$ cat src/rtl/ov7670_pkg.sv
// Shared types and luma constants for the OV7670 capture front end.
package ov7670_pkg;

    typedef enum logic {
        MODE_YUV_Y  = 1'b0,
        MODE_RGB565 = 1'b1
    } capture_mode_e;

    typedef enum logic [1:0] {
        IDLE,
        WAIT_START,
        ACTIVE,
        DONE
    } capture_state_e;

    // BT.601-style luma weights scaled by 256; they sum to 256.
    localparam logic [7:0] LumaCoefR = 8'd77;
    localparam logic [7:0] LumaCoefG = 8'd150;
    localparam logic [7:0] LumaCoefB = 8'd29;

endpackage

$ cat src/rtl/rgb565_to_gray.sv
// RGB565 to grayscale converter with one registered stage; keeps the DATA_W MSBs of 8-bit luma.
module rgb565_to_gray
    import ov7670_pkg::*;
#(
    parameter int unsigned DATA_W = 8
) (
    input  logic              clk_i,
    input  logic              rst_i,
    input  logic [15:0]       pix_i,
    output logic [DATA_W-1:0] gray_o
);

    logic [7:0]        r8, g8, b8;
    logic [15:0]       sum;
    logic [DATA_W-1:0] gray_q;

    // Replicate MSBs so full-scale channels map to 255.
    always_comb begin
        r8  = {pix_i[15:11], pix_i[15:13]};
        g8  = {pix_i[10:5], pix_i[10:9]};
        b8  = {pix_i[4:0], pix_i[4:2]};
        sum = 16'(r8) * 16'(LumaCoefR) + 16'(g8) * 16'(LumaCoefG) + 16'(b8) * 16'(LumaCoefB);
    end

    always_ff @(posedge clk_i or posedge rst_i) begin
        if (rst_i) begin
            gray_q <= '0;
        end else begin
            gray_q <= sum[15 -: DATA_W];
        end
    end

    assign gray_o = gray_q;

endmodule

$ cat src/rtl/ov7670_capture_scaled.sv
// OV7670 capture: byte pairing, grayscale conversion, 1/2/4/8 decimation and linear
// frame-buffer writes with per-frame status.
module ov7670_capture_scaled
    import ov7670_pkg::*;
#(
    parameter int unsigned WIDTH  = 640,
    parameter int unsigned HEIGHT = 480,
    parameter int unsigned ADDR_W = 19,
    parameter int unsigned DATA_W = 8
) (
    input  logic              pclk_i,
    input  logic              rst_i,
    input  logic              vsync_i,
    input  logic              href_i,
    input  logic [7:0]        din_i,
    input  logic              enable_i,
    input  logic [1:0]        mode_i,
    input  logic [1:0]        scale_i,
    output logic [ADDR_W-1:0] addr_o,
    output logic [DATA_W-1:0] dout_o,
    output logic              we_o,
    output logic              frame_done_o,
    output logic              frame_err_o,
    output logic [7:0]        frame_cnt_o
);

    localparam int unsigned ColW = $clog2(WIDTH + 1);
    localparam int unsigned RowW = $clog2(HEIGHT + 1);
    localparam int unsigned CntW = ADDR_W + 1;
    localparam logic [CntW-1:0] MaxAddr = CntW'(WIDTH * HEIGHT - 1);

    capture_state_e    state_q;
    capture_mode_e     mode_q;
    logic [1:0]        scale_q;
    logic              vsync_q, href_q, phase_q;
    logic [7:0]        byte0_q;
    logic [ColW-1:0]   col_q;
    logic [RowW-1:0]   row_q;
    logic              s1_valid_q, s2_valid_q;
    logic [15:0]       s1_pix_q;
    logic [7:0]        y_q;
    logic [CntW-1:0]   wr_ptr_q, acc_cnt_q;
    logic [ADDR_W-1:0] addr_q;
    logic [DATA_W-1:0] dout_q;
    logic              we_q, frame_done_q, frame_err_q;
    logic [7:0]        frame_cnt_q;

    logic              vsync_rise, vsync_fall, href_fall, pix_done, start_frame, keep, wr_ok;
    logic [2:0]        scale_mask;
    logic [CntW-1:0]   expected_cnt;
    logic [DATA_W-1:0] rgb_gray, gray_s2;

    always_comb begin
        vsync_rise   = vsync_i & ~vsync_q;
        vsync_fall   = ~vsync_i & vsync_q;
        href_fall    = href_q & ~href_i;
        pix_done     = href_i & phase_q;
        start_frame  = (state_q == WAIT_START) && vsync_fall && enable_i;
        scale_mask   = 3'((4'd1 << scale_q) - 4'd1);
        keep         = (state_q == ACTIVE) && !vsync_i && pix_done
                       && (col_q < ColW'(WIDTH)) && (row_q < RowW'(HEIGHT))
                       && ((col_q[2:0] & scale_mask) == 3'd0)
                       && ((row_q[2:0] & scale_mask) == 3'd0);
        expected_cnt = (CntW'(WIDTH) >> scale_q) * (CntW'(HEIGHT) >> scale_q);
        wr_ok        = s2_valid_q && (wr_ptr_q <= MaxAddr);
        gray_s2      = (mode_q == MODE_RGB565) ? rgb_gray : y_q[7 -: DATA_W];
    end

    rgb565_to_gray #(
        .DATA_W (DATA_W)
    ) u_rgb565_to_gray (
        .clk_i  (pclk_i),
        .rst_i  (rst_i),
        .pix_i  (s1_pix_q),
        .gray_o (rgb_gray)
    );

    // Byte pairing and line/row position; counters saturate so oversize lines never re-enter range.
    always_ff @(posedge pclk_i or posedge rst_i) begin
        if (rst_i) begin
            vsync_q <= 1'b0;
            href_q  <= 1'b0;
            phase_q <= 1'b0;
            byte0_q <= '0;
            col_q   <= '0;
            row_q   <= '0;
        end else begin
            vsync_q <= vsync_i;
            href_q  <= href_i;
            if (href_i) begin
                phase_q <= ~phase_q;
                if (!phase_q) begin
                    byte0_q <= din_i;
                end
            end else begin
                phase_q <= 1'b0;
            end
            if (vsync_i) begin
                col_q <= '0;
                row_q <= '0;
            end else if (href_fall) begin
                col_q <= '0;
                if (row_q < RowW'(HEIGHT)) begin
                    row_q <= row_q + RowW'(1);
                end
            end else if (pix_done && (col_q < ColW'(WIDTH))) begin
                col_q <= col_q + ColW'(1);
            end
        end
    end

    // Three-register pixel pipeline: pair capture, luma, frame-buffer write.
    always_ff @(posedge pclk_i or posedge rst_i) begin
        if (rst_i) begin
            s1_valid_q <= 1'b0;
            s1_pix_q   <= '0;
            s2_valid_q <= 1'b0;
            y_q        <= '0;
            we_q       <= 1'b0;
            addr_q     <= '0;
            dout_q     <= '0;
            wr_ptr_q   <= '0;
            acc_cnt_q  <= '0;
        end else begin
            s1_valid_q <= keep;
            if (pix_done) begin
                s1_pix_q <= {byte0_q, din_i};
            end
            s2_valid_q <= s1_valid_q;
            y_q        <= s1_pix_q[15:8];
            we_q       <= wr_ok;
            // Counted at admission so pixels still draining are included in the frame check.
            if (start_frame) begin
                acc_cnt_q <= '0;
            end else if (keep) begin
                acc_cnt_q <= acc_cnt_q + CntW'(1);
            end
            if (wr_ok) begin
                addr_q   <= wr_ptr_q[ADDR_W-1:0];
                dout_q   <= gray_s2;
                wr_ptr_q <= wr_ptr_q + CntW'(1);
            end else if ((state_q == IDLE || state_q == WAIT_START)
                         && !s1_valid_q && !s2_valid_q) begin
                addr_q   <= '0;
                wr_ptr_q <= '0;
            end
        end
    end

    always_ff @(posedge pclk_i or posedge rst_i) begin
        if (rst_i) begin
            state_q      <= IDLE;
            mode_q       <= MODE_YUV_Y;
            scale_q      <= '0;
            frame_done_q <= 1'b0;
            frame_err_q  <= 1'b0;
            frame_cnt_q  <= '0;
        end else begin
            frame_done_q <= 1'b0;
            frame_err_q  <= 1'b0;
            case (state_q)
                IDLE: begin
                    if (vsync_i) begin
                        state_q <= WAIT_START;
                    end
                end
                WAIT_START: begin
                    if (start_frame) begin
                        state_q <= ACTIVE;
                        mode_q  <= (mode_i == 2'd1) ? MODE_RGB565 : MODE_YUV_Y;
                        scale_q <= scale_i;
                    end
                end
                ACTIVE: begin
                    if (vsync_rise) begin
                        state_q      <= DONE;
                        frame_done_q <= 1'b1;
                        frame_err_q  <= (acc_cnt_q != expected_cnt);
                        frame_cnt_q  <= frame_cnt_q + 8'd1;
                    end
                end
                DONE: begin
                    state_q <= WAIT_START;
                end
                default: begin
                    state_q <= IDLE;
                end
            endcase
        end
    end

    assign addr_o       = addr_q;
    assign dout_o       = dout_q;
    assign we_o         = we_q;
    assign frame_done_o = frame_done_q;
    assign frame_err_o  = frame_err_q;
    assign frame_cnt_o  = frame_cnt_q;

endmodule

$ cat config.mk
export PLATFORM = sky130hd
export DESIGN_NAME = ov7670_capture_scaled
export DESIGN_NICKNAME = d
export VERILOG_FILES = /design/src/rtl/ov7670_pkg.sv /design/src/rtl/rgb565_to_gray.sv /design/src/rtl/ov7670_capture_scaled.sv
export SDC_FILE = /design/constraint.sdc
export NUM_CORES = 1
export LEC_CHECK = 0
export CORE_ASPECT_RATIO = 1.75
export CORE_UTILIZATION = 30
export DETAILED_ROUTE_END_ITERATION = 10
export GPL_ROUTABILITY_DRIVEN = 0
export SYNTH_ARGS = -nofsm -noshare
export SYNTH_HDL_FRONTEND = slang
export SYNTH_HIERARCHICAL = 1
export SYNTH_SLANG_ARGS = --single-unit
$ cat constraint.sdc
create_clock -name pclk_i -period 7.48 [get_ports pclk_i]
set_input_delay 0.748 -clock pclk_i [delete_from_list [all_inputs] [get_ports pclk_i]]
set_output_delay 0.748 -clock pclk_i [all_outputs]
set_load 0.005 [all_outputs]
==> impl_metrics.toml <==
[synthesis]
yosysWarnings = 6
synth_top_family_by_area = "adder cells"
syn_avg_cell_area_um2 = 10.1
ys_seq_area_share_pct = 36.0
synth_xor_area_share_pct = 4.89
synth_nets = 1205
synthSimpleGateAreaFrac_pct = 15.0
synth_fa_ha_area_share_pct = 25.5
ys.flop_type = "dfrtp_1"
syn_area_um2 = 10200
netlist_instances = 1015
synth-seq-cells = 147
synth_compound_area_share_pct = 10.8
synth_cell_types = 76
synth_mux_area_share_pct = 2.16
synth_edf_count = 0
ys_async_sr_fraction_pct = 100

[final_layout]
final_common_cell = "dfrtp_1"
drive_gt1_share_pct = 6.26
n_antenna_cell = 0
final_cell_mix = "dfrtp_1, nand2_1, ha_1"
area_growth_syn_to_layout_pct = 15.6
layout.nets = 1247

[floorplanning]
initial_core_util_pct = 30.4
dieHeight_um = 246
die_w_um = 141
die-area_um2 = 34800
core_um2 = 33600
io_pins = 55
rows = 89

[route]
wire_per_inst_um = 14.4
drtIter0Drc = 329
viasPerCell = 4.76
first_pass_iters = 4
drtAntennaViolNets = 0
drt-total-wl_um = 22000
vias = 7264
drc = 0

[place]
place_hpwl_um = 17200
portBuffers = 54

[worst_setup_path]
reg2reg_depth = 24
r2r_end = "u_rgb565_to_gray/gray_o[7]"
arrival_ns = 6.90
critPathLaunch = "s1_pix_q[9]"
crit_fanout = 10
cp.required_ns = 7.84
start_kind = "flip-flop"
reg2reg_from = "s1_pix_q[9]"
r2r_slack_ns = 0.93
endpoint_kind = "flip-flop"
critPathKind = "flip-flop to flip-flop"

[cts]
cts_tree = "yes"
cts_buffer_depth = 2
clk_pin_slew_worst_paths_ns = 0.06
clock_latency_ns = 0.44
cts_hold_buf = 0
clkSinkCount = 147
numCtsBuffers = 17
cts_resized = 0
cts_setup_buffers = 0
htree_levels = 4
root_buffer = "clkbuf_16"

[global_routing]
grt_max_degree = 79
grt_pass1_vias = 7558
met3_usage_pct = 2.47
grt_pass1_wl_um = 36500
grt.met2_usage_pct = 26.7
grt_usage_pct = 13.4
antenna_found_initial = 0
gr-total-overflow = 0
grt-busiest-layer = "met2"
use_met1_pct = 12.9

[min_path]
hp-class = "flip-flop to flip-flop"
holdPathStages = 0
hold-path-endpoint = "s2_valid_q"
min_from = "s1_valid_q"

[sta]
min_period_ns = 6.55
final_hold_viol_count = 0
rsz0062_at_grt = "no"
fin_setup_tns_ns = 0
post-route-period-util_pct = 87.5
slew_headroom_pct = 27.6
maxSlewViolCount = 0
tightest_slew_ns = 1.09
setup_viol = 0
worst_clock_skew_ns = 0.0105
max_freq_mhz = 153

[run_status]
status = "finished clean"

[run]
cap_viol_max_count = 0
==> cell families (layout without fill, tap and decap cells) <==
| logic type | Yosys count | in the layout |
|---|---|---|
| and+or+nand+nor | 311 | 311 |
| xor gates and xnor gates | 57 | 57 |
| other | 1 | 1 |
| buffers and inverters | 145 | 200 |
| DFF | 147 | 147 |
| AOI/OAI and AO/OA | 160 | 160 |
| muxes | 21 | 21 |
| adders and majority gates | 173 | 173 |
==> worst max-delay path by stage <==
stage / end / slack, ns / cells after the start
2_1_floorplan: u_rgb565_to_gray/gray_o[7] / 1.43 / 24
3_3_place_gp: u_rgb565_to_gray/gray_o[7] / 1.15 / 24
3_5_place_dp: u_rgb565_to_gray/gray_o[7] / 0.97 / 24
4_1_cts: u_rgb565_to_gray/gray_o[7] / 0.96 / 24
5_1_grt: u_rgb565_to_gray/gray_o[7] / 0.68 / 24
6_report: u_rgb565_to_gray/gray_o[7] / 0.93 / 24
==> worst max-delay path, stage by stage, from the launching register on <==
cell	delay (ns)
dfrtp_1	0.55
ha_1	0.31
ha_1	0.27
inv_1	0.05
fa_1	0.52
inv_1	0.05
fa_1	0.45
ha_1	0.37
nand3_1	0.10
o22ai_1	0.30
nor2_1	0.09
xnor2_1	0.14
ha_1	0.29
fa_1	0.50
inv_1	0.05
fa_1	0.48
fa_1	0.55
inv_1	0.05
ha_1	0.34
nand2_1	0.08
o21ai_1	0.09
a31oi_1	0.25
nand2_1	0.11
o41ai_1	0.30
xor2_1	0.18
==> per-layer routing <==
| layer | vias to the layer above | routed length [um] |
|---|---|---|
| met5 | - | 0 |
| met4 | 0 | 718 |
| met3 | 42 | 543 |
| met2 | 108 | 12500 |
| met1 | 3573 | 8200 |
| li1 | 3541 | - |
==> flip-flops by register name, indices dropped and copies added, names as in the netlist <==
register and cells:
s1_valid_q 1, vsync_q 1, frame_err_o 1, dout_o 8, frame_done_o 1, frame_cnt_o 8, acc_cnt_q 20, wr_ptr_q 20
state_q 2, byte0_q 8, href_q 1, mode_q 1, scale_q 2, row_q 9, we_o 1, y_q 8
s2_valid_q 1, phase_q 1, addr_o 19, u_rgb565_to_gray/gray_o 8, s1_pix_q 16, col_q 10
==> cell type report <==
cell class	count	area, um^2
clock buffers	20	447
clock inverters	12	155
fillers	3433	21800
inverters	110	419
multi-input cells	723	5960
flip-flops and latches	147	3680
well taps	455	569
repair buffers	58	571
==> Yosys cell counts, drive strengths merged (4+ instances only) <==
master | n | area share, %
mux2 | 8 | 0.88
a31oi | 25 | 1.5
xnor2 | 27 | 2.3
a2111oi | 4 | 0.34
a31o | 4 | 0.34
nor2 | 61 | 2.2
nand2 | 125 | 4.6
buf | 19 | 1.0
and4 | 5 | 0.45
mux2i | 13 | 1.3
a22o | 20 | 1.7
and3 | 14 | 0.87
o21bai | 4 | 0.29
dfrtp | 147 | 36
nand4 | 13 | 0.80
fa | 58 | 11
nor3 | 14 | 0.78
ha | 115 | 14
inv | 108 | 4.0
o21ai | 34 | 1.7
a21oi | 33 | 1.8
a41o | 7 | 0.69
a41oi | 5 | 0.43
a21o | 4 | 0.29
nand3b | 5 | 0.37
or2 | 4 | 0.25
xor2 | 30 | 2.6
and2 | 8 | 0.49
nor4 | 8 | 0.76
nor2b | 7 | 0.43
nand3 | 24 | 1.2
nand2b | 12 | 0.74
clkbuf | 16 | 0.59
==> per-stage QoR <==
step | hold slack, ns | worst slack (ns) | cells | util [%] | instance area, um^2
final | 0.383 | 0.933 | 1525 | 35.1 | 11800
after global routing | 0.407 | 0.676 | 1525 | 35.1 | 11800
after floorplan | 0.355 | 1.43 | 1015 | - | 10200
after detailed placement | 0.372 | 0.970 | 1493 | 33.3 | 11200
after global placement | 0.363 | 1.15 | 1493 | 33.3 | 11200
after CTS | 0.386 | 0.957 | 1525 | 35.1 | 11800
Power is not shown: default switching activity piles up to over one toggle a cycle in this logic, so the estimate is an artifact.
